--- src/rtl/ds_adc_pkg.sv ---
// Shared pin map, constants and helpers for the multi-channel delta-sigma ADC tile.
package ds_adc_pkg;

    // ui_in
    localparam int unsigned COMP_LSB = 0;
    localparam int unsigned SEL      = 4;
    localparam int unsigned SCAN     = 6;
    localparam int unsigned FREEZE   = 7;
    // uio_in
    localparam int unsigned OVF_CLR  = 7;
    // uio_out
    localparam int unsigned VALID    = 4;
    localparam int unsigned FRAME    = 5;
    localparam int unsigned OVF      = 6;

    localparam logic [7:0] UIO_OE = 8'h7F;

    localparam int unsigned CHANNELS_MAX = 4;
    localparam int unsigned OSR_LOG2_MIN = 4;
    localparam int unsigned OSR_LOG2_MAX = 8;

    function automatic bit params_ok(int unsigned channels, int unsigned osr_log2);
        return (channels >= 1) && (channels <= CHANNELS_MAX) &&
               (osr_log2 >= OSR_LOG2_MIN) && (osr_log2 <= OSR_LOG2_MAX);
    endfunction

    function automatic logic [1:0] next_rr(logic [1:0] rr, int unsigned channels);
        return (32'(rr) + 32'd1 >= channels) ? 2'd0 : rr + 2'd1;
    endfunction

endpackage

--- src/rtl/ds_adc_channel.sv ---
// One delta-sigma channel: comparator synchroniser, 1-bit feedback, window accumulator,
// saturating sample and sticky overflow flag.
module ds_adc_channel
    import ds_adc_pkg::*;
#(
    parameter int unsigned OSR_LOG2 = 6
) (
    input  logic                clk,
    input  logic                rst_n,
    input  logic                ena,
    input  logic                comp,
    input  logic                eow,
    input  logic                ovf_clr,
    output logic                fb,
    output logic [OSR_LOG2-1:0] sample,
    output logic                ovf
);

    logic                s1_q;
    logic                s2_q;
    logic [OSR_LOG2:0]   acc_q;
    logic [OSR_LOG2:0]   total;
    logic                full;
    logic                ovf_q;

    assign total = acc_q + {{OSR_LOG2{1'b0}}, s2_q};
    // At most 2^OSR_LOG2 ones fit in a window, so the MSB alone marks a full count.
    assign full   = total[OSR_LOG2];
    assign sample = full ? {OSR_LOG2{1'b1}} : total[OSR_LOG2-1:0];
    assign fb     = s2_q;
    assign ovf    = ovf_q;

    always_ff @(posedge clk) begin
        if (!rst_n) begin
            s1_q  <= 1'b0;
            s2_q  <= 1'b0;
            acc_q <= '0;
            ovf_q <= 1'b0;
        end else if (ena) begin
            s1_q  <= comp;
            s2_q  <= s1_q;
            acc_q <= eow ? '0 : total;
            if (eow && full) begin
                ovf_q <= 1'b1;
            end else if (ovf_clr) begin
                ovf_q <= 1'b0;
            end
        end
    end

endmodule

--- src/rtl/tt_um_fountaincoder_ds_adc_mc.sv ---
// Multi-channel delta-sigma ADC back-end: per-channel accumulators, shared window counter,
// fixed or round-robin display of one 8-bit sample per window.
module tt_um_fountaincoder_ds_adc_mc
    import ds_adc_pkg::*;
#(
    parameter int unsigned CHANNELS = 4,
    parameter int unsigned OSR_LOG2 = 6
) (
    input  logic [7:0] ui_in,
    output logic [7:0] uo_out,
    input  logic [7:0] uio_in,
    output logic [7:0] uio_out,
    output logic [7:0] uio_oe,
    input  logic       ena,
    input  logic       clk,
    input  logic       rst_n
);

    if (!params_ok(CHANNELS, OSR_LOG2)) begin : g_bad_params
        $error("ds_adc: CHANNELS must be 1..4 and OSR_LOG2 4..8");
    end

    logic [OSR_LOG2-1:0] win_q;
    logic                eow;
    logic [3:0]          fb;
    logic [3:0]          ovf;
    logic [OSR_LOG2-1:0] sample      [4];
    logic [7:0]          sample_byte [4];
    logic [1:0]          rr_q;
    logic [1:0]          disp_q;
    logic [1:0]          disp_ch;
    logic [7:0]          uo_q;
    logic                valid_q;
    logic                frame_q;
    logic                unused_in;

    assign eow = (win_q == {OSR_LOG2{1'b1}});

    for (genvar c = 0; c < 4; c++) begin : g_ch
        if (c < CHANNELS) begin : g_on
            ds_adc_channel #(
                .OSR_LOG2 (OSR_LOG2)
            ) u_channel (
                .clk     (clk),
                .rst_n   (rst_n),
                .ena     (ena),
                .comp    (ui_in[COMP_LSB + c]),
                .eow     (eow),
                .ovf_clr (uio_in[OVF_CLR]),
                .fb      (fb[c]),
                .sample  (sample[c]),
                .ovf     (ovf[c])
            );
        end else begin : g_off
            assign fb[c]     = 1'b0;
            assign ovf[c]    = 1'b0;
            assign sample[c] = '0;
        end
        assign sample_byte[c] = 8'(sample[c]) << (8 - OSR_LOG2);
    end

    assign disp_ch = ui_in[SCAN] ? rr_q : ui_in[SEL +: 2];

    always_ff @(posedge clk) begin
        if (!rst_n) begin
            win_q   <= '0;
            rr_q    <= 2'd0;
            disp_q  <= 2'd0;
            uo_q    <= 8'd0;
            valid_q <= 1'b0;
            frame_q <= 1'b0;
        end else if (ena) begin
            win_q   <= win_q + 1'b1;
            valid_q <= 1'b0;
            frame_q <= 1'b0;
            // Freeze only gates the display side; accumulation runs on in the channels.
            if (eow && !ui_in[FREEZE]) begin
                uo_q    <= sample_byte[disp_ch];
                valid_q <= 1'b1;
                frame_q <= ui_in[SCAN] && (disp_ch == 2'd0);
                disp_q  <= disp_ch;
                if (ui_in[SCAN]) begin
                    rr_q <= next_rr(rr_q, CHANNELS);
                end
            end
        end
    end

    always_comb begin
        uio_out        = 8'd0;
        uio_out[3:0]   = fb;
        uio_out[VALID] = valid_q;
        uio_out[FRAME] = frame_q;
        uio_out[OVF]   = ovf[disp_q];
    end

    assign uo_out = uo_q;
    assign uio_oe = UIO_OE;

    assign unused_in = &{1'b0, uio_in[6:0], ui_in[3:0]};

endmodule

--- config.mk ---
export PLATFORM = sky130hd
export DESIGN_NAME = tt_um_fountaincoder_ds_adc_mc
export DESIGN_NICKNAME = d
export VERILOG_FILES = /design/src/rtl/ds_adc_pkg.sv /design/src/rtl/ds_adc_channel.sv /design/src/rtl/tt_um_fountaincoder_ds_adc_mc.sv
export SDC_FILE = /design/constraint.sdc
export NUM_CORES = 1
export LEC_CHECK = 0
export CELL_PAD_IN_SITES_DETAIL_PLACEMENT = 1
export CELL_PAD_IN_SITES_GLOBAL_PLACEMENT = 1
export CORE_MARGIN = 2
export CORE_UTILIZATION = 38
export CTS_CLUSTER_SIZE = 16
export DETAILED_ROUTE_END_ITERATION = 12
export HOLD_SLACK_MARGIN = 0.06
export PLACE_DENSITY_LB_ADDON = 0.1
export SLEW_MARGIN = 25
export SYNTH_ARGS = -nofsm -noshare
export SYNTH_HDL_FRONTEND = slang
export SYNTH_SLANG_ARGS = --single-unit
--- constraint.sdc ---
create_clock -name clk -period 1.5 [get_ports clk]
set_input_delay 0.3 -clock clk [delete_from_list [all_inputs] [get_ports clk]]
set_output_delay 0.3 -clock clk [all_outputs]
set_load 0.02 [all_outputs]
After elaboration in Yosys (flattened, before gate mapping). Index checks and enable logic that the tools add are counted.

Equal/unequal tests: 1. Mux-type cells: 22. Add/subtract/negate cells: 7. Reductions and logical operators: 18. Order comparisons: 3. Bitwise logic cells: 1.

Operators by type and width (number): $add 7x1->7 (4); $mux 7 (4); $mux 6 (4); $bmux 8 s2 (1); $mux 8 (2); $reduce_and 2->1 (5); $mux 1 (8); $reduce_bool 2->1 (4); $add 6x1->6 const B (1); $eq 6x6->1 const B (1); $ge 3x3->1 const B (2); $logic_and 1x1->1 (6); $mux 2 (2); $add 2x1->3 const B (1); $lt 2x3->1 const B (1); $not 2->3 (1); $reduce_and 3->1 (1); $add 2x1->2 const B (1); $bmux 1 s2 (1); $logic_not 2->1 (1); $logic_not 1->1 (1).

Output and inout port bits: 24. Logic and storage cells: 74. Register bits after elaboration: 60. Bits of input ports: 19.

Longest topological paths before layout. Gate-level depths: netlist (run 1).

Word-level depth: 5. Gate-level depth with buffers: 7. Mapped depth without buffers: 7.

Modules after synthesis. From an unflattened synthesis (run 1), not the netlist that was laid out.

Cells, all modules: 399. Area total of the unflattened synthesis: 3504.6 µm².

Modules (own cells, without submodules): ds_adc_channel (cells an instance 73, area each 619.3 µm², times used 4, seq. area each 200.2 µm²); tt_um_fountaincoder_ds_adc_mc (cells an instance 107, area each 1027.2 µm², times used 1, seq. area each 360.3 µm²).

Least setup slack after synthesis (run 1). Ideal clock, no wire load.

Path kind: register to register. Start point: reg g_ch[3].g_on.u_channel.s2_q. End point: reg uo_q[2], in the netlist uo_out[2]. Library setup time: 86 ps. Clock period less this slack: 1689 ps. Data arrival time: 1603 ps. Cell stages (with the launch flop): 8. Slack: -189 ps. Data required time: 1414 ps. Path buffers: 0. Cells stage by stage: dfxtp_1 ha_1 ha_1 nand3_1 nor2_1 xor2_1 o32ai_1 a211oi_1.

Longest elaborated chain between the ends: 5.

Ends and longest elaborated chain: from (decl) (line ds_adc_channel.sv:20) `logic s2_q;`; from (signal assigned) (line ds_adc_channel.sv:41) `s2_q <= s1_q;`; $add 7x1->7 (line ds_adc_channel.sv:26) `assign total = acc_q + {{OSR_LOG2{1'b0}}, s2_q};`; $mux 6 (line ds_adc_channel.sv:29) `assign sample = full ? {OSR_LOG2{1'b1}} : total[OSR_LOG2-1:0];`; $bmux 8 s2 (line tt_um_fountaincoder_ds_adc_mc.sv:78) `uo_q <= sample_byte[disp_ch];`; $mux 8 (not written as such) (2 in series) (line tt_um_fountaincoder_ds_adc_mc.sv:78); to (signal assigned) (line tt_um_fountaincoder_ds_adc_mc.sv:78); to (decl) (line tt_um_fountaincoder_ds_adc_mc.sv:32) `logic [7:0] uo_q;`.

Every way passes these cells. The select of a mux whose other input is x is not followed. A chain may end at the register's enable or synchronous reset.

Worst setup path after layout (run 1).
Start point: reg g_ch[0].g_on.u_channel.acc_q[0]. End point: reg uo_q[5], in the netlist uo_out[5].

Longest elaborated chain between the ends: 5.

Ends and longest elaborated chain: from (decl) (line ds_adc_channel.sv:21) `logic [OSR_LOG2:0] acc_q;`; from (signal assigned) (line ds_adc_channel.sv:42) `acc_q <= eow ? '0 : total;`; $add 7x1->7 (line ds_adc_channel.sv:26); $mux 6 (line ds_adc_channel.sv:29); $bmux 8 s2 (line tt_um_fountaincoder_ds_adc_mc.sv:78); $mux 8 (not written as such) (2 in series) (line tt_um_fountaincoder_ds_adc_mc.sv:78).

Every way passes these cells. The select of a mux whose other input is x is not followed.

==> results of run 1 <==
## cell type report
type,count,area share (%)
multi-input cells,283,50.1
flip-flops and latches,58,24.2
repair buffers,108,18.9
clock buffers,14,3.54
well taps,105,2.69
inverters,5,0.385
clock inverters,2,0.205
## what timing repair did
| action | CTS | global route |
|---|---|---|
| pin swaps | 20 | 23 |
| hold endpoints to repair | 0 | 0 |
| gates cloned | 3 | 0 |
| setup endpoints to repair | 41 | 34 |
| gates resized for setup | 70 | 53 |
| buffers inserted | 4 | 4 |
## metrics by stage
step	utilization (%)	setup WS [ps]	area [sq um]	TNS, ps	hold WS, ps
3_5_place_dp	50.6	-526	4200	-5760	489
2_1_floorplan	-	-69.0	3480	-256	452
3_3_place_gp	50.6	-433	4200	-4510	468
6_report	58.8	-176	4880	-1270	464
4_1_cts	56.1	-184	4660	-1130	477
5_1_grt	58.8	-265	4880	-2660	503
## per-layer routing
metal,up-vias,GRT usage (%)
li1,1491,-
met2,62,36.4
met3,15,4.41
met5,-,0
met1,1508,29.4
met4,0,6.28
## cell usage in the layout (no fill, tap or decap), types with 7 or more instances in the layout
master            n
nor2b_1          35
mux2i_1          10
xor2_1            7
dfxtp_2           9
dfxtp_1          47
and2_1            8
a21oi_2           9
nand2_1          13
o21a_1            7
xnor2_1          11
ha_4              9
clkdlybuf4s50_1   9
nor3_1           12
conb_1           11
clkbuf_8         12
buf_6            18
dlygate4sd2_1    11
nand2b_1         10
a21boi_0         12
nand3_1          18
buf_4            66
## sequential cells by signal, summed over array words and instances, names as in the netlist
register	cells
g_ch.g_on.u_channel.ovf	4
frame_q	1
g_ch.g_on.u_channel.s1_q	4
g_ch.g_on.u_channel.fb	4
uo_out	6
win_q	6
valid_q	1
g_ch.g_on.u_channel.acc_q	28
rr_q	2
disp_q	2
## worst max-delay path: cells and delay by family, from the launching register on
kind | cells | cell delay [ps]
DFF | 1 | 350
and+or+nand+nor | 2 | 300
adders and majority gates | 2 | 270
AOI/OAI and AO/OA | 2 | 340
xor gates and xnor gates | 1 | 330
## cells by family (layout without fill, tap and decap cells)
kind of cell,after synthesis,in the layout,share of synthesized area (%)
xor+xnor,24,24,6.85
simple gates,146,146,25.4
fa+ha+maj,10,10,3.81
mux,13,14,4.42
flops,58,58,35.3
other cells,2,11,0.229
buf+inv,44,129,7.39
compound gates,78,78,16.5
## power groups by stage
stage / clock network (W) / logic, W / registers (W)
floorplan: 0 / 0.000184 / 0.00161
global placement: 0 / 0.000280 / 0.00161
detailed placement: 0 / 0.000285 / 0.00161
CTS: 0.00142 / 0.000302 / 0.00158
global route: 0.00149 / 0.000342 / 0.00158
finish: 0.00139 / 0.000317 / 0.00157
## final timing paths
check | startpoint | cells after the start | to | slack, ps
min reg2reg | g_ch[2].g_on.u_channel.acc_q[0] | 2 | g_ch[2].g_on.u_channel.acc_q[0] | 510
min | ena | 5 | disp_q[1] | 460
max | g_ch[0].g_on.u_channel.acc_q[0] | 7 | uo_out[5] | -180
max reg2reg | g_ch[0].g_on.u_channel.acc_q[0] | 7 | uo_out[5] | -180
==> impl_metrics.env, run 1 <==
export IMPL_synth_area_sq_um=3290
export IMPL_cts_buffers=9
export IMPL_instances_no_fill=575
export IMPL_antenna_found_initial=0
export IMPL_holdBufCountCts=0
export IMPL_register_area_sq_um=1180
export IMPL_core_sq_um=8300
export IMPL_layout_drive_gt1_share_pct=39.4
export IMPL_fin_ws_ps=-176
export IMPL_synth_seq_area_share_pct=35.3
export IMPL_gp_routability_congestion=0.825
export IMPL_fin_crit_sh_pct=112
export IMPL_synth_cells=375
export IMPL_wl_microns=10300
export IMPL_nets=494
export IMPL_final_min_clock_period_ps=1680
export IMPL_synth_most_common_cell="dfxtp_1"
export IMPL_hold_viol=0
export IMPL_drt_pass1_iterations=4
export IMPL_synth_edff_count=0
export IMPL_clkSlewWorstSetupHoldPaths_ps=70
export IMPL_drt_iter0_markers=189
export IMPL_synth_area_leaders="dfxtp_1 (35%), nor2b_1 (6.7%), buf_4 (3.9%)"
export IMPL_routedWlPerCell_microns=18.0
export IMPL_route_met2_wl_microns=4980
export IMPL_grt_max_degree=37
export IMPL_dp_cells=549
export IMPL_boundaryPins=43
export IMPL_num_vias=3076
export IMPL_placementRows=33
export IMPL_start_util_pct=39.6
export IMPL_port_buffers=24
export IMPL_dieWidth_microns=97.0
export IMPL_power_frac_seq_pct=48.0
export IMPL_ys_dominant_reg_cell="dfxtp_1"
export IMPL_power_w=0.00328
export IMPL_hp_class="input pin to flip-flop"
export IMPL_setup_viol=12
export IMPL_crit_path_top_delay_cell="dfxtp_2"
export IMPL_die_area_sq_um=9410
export IMPL_p_switching_w=0.000839
export IMPL_vdd_drop_max_v=0.000554
export IMPL_required_ps=1760
export IMPL_critPathLaunchType="flip-flop"
export IMPL_ys_warn_count=0
export IMPL_clock_latency_ps=350
export IMPL_cap_violations=0
export IMPL_grt_pass1_wl_microns=16500
export IMPL_violations="setup timing"
export IMPL_p_sw_share_pct=25.6
export IMPL_syn2layout_area_growth_pct=48.6
export IMPL_cts_max_path_buffers=2
export IMPL_clock_power_share_pct=42.3
export IMPL_cp_arrival_ps=1940
export IMPL_status="finished with violations"
export IMPL_multi_input_area_sq_um=2440
export IMPL_vias_per_cell=5.35
export IMPL_root_buffer="clkbuf_8"
export IMPL_crit_chain="ha_4 > ha_4 > and3_4 > nand3_4 > xnor2_4 > o32ai_2 > a211oi_1"
export IMPL_globalRouteOverflowTotal=0
export IMPL_powerDensity_nw_per_um2=672
export IMPL_drc=0
export IMPL_hpwlAfterDp_microns=6870
export IMPL_max_stage_delay_ps=350
export IMPL_antenna_left=0
export IMPL_antennaDiodeCount=0
export IMPL_comb_power_share_pct=9.7
export IMPL_n_fill_cell=963
export IMPL_p_leak_nw=1.95
export IMPL_fmax_ghz=0.596
export IMPL_grt_pass1_vias=3193
export IMPL_wirelength_met1_microns=4740
export IMPL_worstPathMaxFanout=6
export IMPL_synth_cell_types=52
export IMPL_path_class="flip-flop to flip-flop"
export IMPL_avgSynthCellArea_sq_um=8.76
export IMPL_routed_wl_met3_microns=452
export IMPL_worst_path_most_repeated_cell="ha_4"
export IMPL_highest_layer="met4"
export IMPL_grt_setup_unrepaired="yes"
export IMPL_grt_total_usage_pct=22.1
export IMPL_clock_skew_ps=9.32
export IMPL_cp_end_kind="flip-flop"
export IMPL_cts_tree="yes"
export IMPL_clock_sinks=58
export IMPL_synth_top_area_cell="dfxtp_1"
export IMPL_synth_top_area_share_pct=35.3
export IMPL_async_reset_ff_share_pct=0
export IMPL_synth_top_cells_by_count="dfxtp_1 (58), nor2b_1 (35), nand3_1 (23)"
export IMPL_p_int_w=0.00244
export IMPL_h_tree_depth=3
export IMPL_slew_violations=0
export IMPL_fp_dieH_microns=97.0
export IMPL_ys_ff_latch=58
No activity file was read; power rests on OpenSTA's default activity.
==> inputs of run 2 (changes only) <==
Settings changed: CORE_UTILIZATION 38 to 43, DONT_BUFFER_PORTS set to 1.
==> run 2 against run 1 <==
Effect of this change:
- the flow still finishes with violations (setup timing)
- core utilization is 6.0 points higher
- total power is 12% higher
- clock power is 35% higher
- clock skew is 3.7 ps higher
- via count is 0.75% lower
- critical path type unchanged
- largest cell class unchanged
==> impl_metrics.env, run 2 (synthesis gave the netlist of run 1 again) <==
export IMPL_slew_violations=0
export IMPL_fin_crit_sh_pct=111
export IMPL_core_sq_um=7330
export IMPL_path_class="flip-flop to flip-flop"
export IMPL_die_area_sq_um=8360
export IMPL_vias_per_cell=5.65
export IMPL_dp_cells=513
export IMPL_cap_violations=0
export IMPL_hpwlAfterDp_microns=6420
export IMPL_rr_worst_depth=7
export IMPL_p_leak_nw=1.81
export IMPL_hp_class="input pin to flip-flop"
export IMPL_required_ps=1720
export IMPL_globalRouteOverflowTotal=0
export IMPL_route_met2_wl_microns=5480
export IMPL_design_area_sq_um=4750
export IMPL_h_tree_depth=3
export IMPL_clock_skew_ps=13.0
export IMPL_antenna_found_initial=0
export IMPL_whs_endpoint="g_ch[2].g_on.u_channel.acc_q[3]"
export IMPL_setup_viol=17
export IMPL_regToRegEndpoint="uo_out[7]"
export IMPL_num_vias=3053
export IMPL_cts_buffers=9
export IMPL_drt_iter0_markers=131
export IMPL_final_cell_mix="buf_4 (62), dfxtp_1 (47), nor2b_1 (35), buf_6 (15), nand3_1 (13)"
export IMPL_worstPathMaxFanout=5
export IMPL_final_min_clock_period_ps=1670
export IMPL_vdd_drop_max_v=0.000706
export IMPL_hp_start="rst_n"
export IMPL_routedWlPerCell_microns=20.2
export IMPL_grt_total_usage_pct=25.2
export IMPL_n_fill_cell=796
export IMPL_largest_register="g_ch.g_on.u_channel.acc_q"
export IMPL_start_util_pct=44.8
export IMPL_drc=0
export IMPL_gp_routability_congestion=0.822
export IMPL_cp_end_kind="flip-flop"
export IMPL_largest_reg_flops=28
export IMPL_mostFrequentLayoutCell="buf_4"
export IMPL_dpl_cell_area_sq_um=3910
export IMPL_layout_drive_gt1_share_pct=43.1
export IMPL_instances_no_fill=540
export IMPL_wl_microns=10900
export IMPL_wirelength_met1_microns=4630
export IMPL_violations="setup timing"
export IMPL_root_buffer="clkbuf_8"
export IMPL_cp_arrival_ps=1890
export IMPL_ff2ff_setup_slack_ps=-170
export IMPL_register_area_sq_um=1180
export IMPL_antennaDiodeCount=0
export IMPL_fp_dieH_microns=91.4
export IMPL_holdPathStages=1
export IMPL_placementRows=31
export IMPL_cts_max_path_buffers=2
export IMPL_hold_viol=0
export IMPL_boundaryPins=43
export IMPL_powerDensity_nw_per_um2=771
export IMPL_dieWidth_microns=91.4
export IMPL_nets=465
export IMPL_highest_layer="met4"
export IMPL_worstSetupStartpoint="g_ch[0].g_on.u_channel.acc_q[0]"
export IMPL_drt_pass1_iterations=4
export IMPL_syn2layout_area_growth_pct=44.6
export IMPL_multi_input_area_sq_um=2500
export IMPL_grt_pass1_vias=3173
export IMPL_clock_latency_ps=350
export IMPL_reg2reg_from="g_ch[0].g_on.u_channel.acc_q[0]"
export IMPL_fin_ws_ps=-169
export IMPL_cts_tree="yes"
export IMPL_grt_setup_unrepaired="yes"
export IMPL_antenna_left=0
export IMPL_clock_sinks=58
export IMPL_port_buffers=0
export IMPL_grt_max_degree=60
export IMPL_fmax_ghz=0.599
export IMPL_status="finished with violations"
export IMPL_clkSlewWorstSetupHoldPaths_ps=80
export IMPL_grt_pass1_wl_microns=16500
export IMPL_routed_wl_met3_microns=542
export IMPL_critPathLaunchType="flip-flop"
-- run 2: worst max-delay path by stage --
stage,slack [ps],end,cells after the start
after floorplan,-70,uo_out[2],6
after global placement,-160,uo_out[3],7
after detailed placement,-230,uo_out[7],7
after CTS,-130,uo_out[7],7
after global routing,-230,uo_out[2],8
final,-170,uo_out[7],7
-- run 2: worst max-delay path: stages, from the launching register on --
cell and delay (ps):
dfxtp_2 350, ha_4 150, ha_4 130, and3_4 200, nand3_4 90, xnor2_4 170
nor4b_4 370, nor4_2 90
-- run 2: what timing repair did --
action	in CTS	in global routing
setup endpoints to repair	39	34
hold buffers	0	0
cloned	1	1
pin swaps	27	22
setup buffers	8	2
endpoints found under the hold margin	0	0
resized for setup	66	49
-- run 2: metrics by stage --
step / hold slack [ps] / TNS (ps) / setup WS [ps] / total power [W] / utilization [%]
final: 72.6 / -1220 / -169 / 0.00366 / 64.8
after global routing: 65.7 / -2550 / -225 / 0.00377 / 64.8
after CTS: 61.3 / -874 / -131 / 0.00366 / 61.6
after detailed placement: 426 / -4280 / -234 / 0.00178 / 53.3
after global placement: 426 / -2700 / -162 / 0.00177 / 53.3
after floorplan: 452 / -256 / -69.0 / 0.00179 / -
-- run 2: final cells by class --
| type | count | area share (%) |
|---|---|---|
| Timing Repair Buffer | 80 | 14.3 |
| Clock buffer | 12 | 3.26 |
| Sequential cell | 58 | 24.8 |
| Tap cell | 99 | 2.61 |
| Inverter | 5 | 0.395 |
| Multi-Input combinational cell | 282 | 52.6 |
| Clock inverter | 4 | 2.05 |
-- run 2: power breakdown --
group	total [W]	internal [W]	switching (W)	leakage, nW
clock	0.00188	0.00120	0.000689	0.123
combinational	0.000203	0.0000993	0.000104	1.21
sequential	0.00158	0.00156	0.0000172	0.474
-- run 2: per-layer routing --
metal  GRT usage (%)  up-vias
met5               0        -
met4            8.21        0
met3            4.40       22
met2            43.5       95
met1            31.6     1500
li1                -     1436
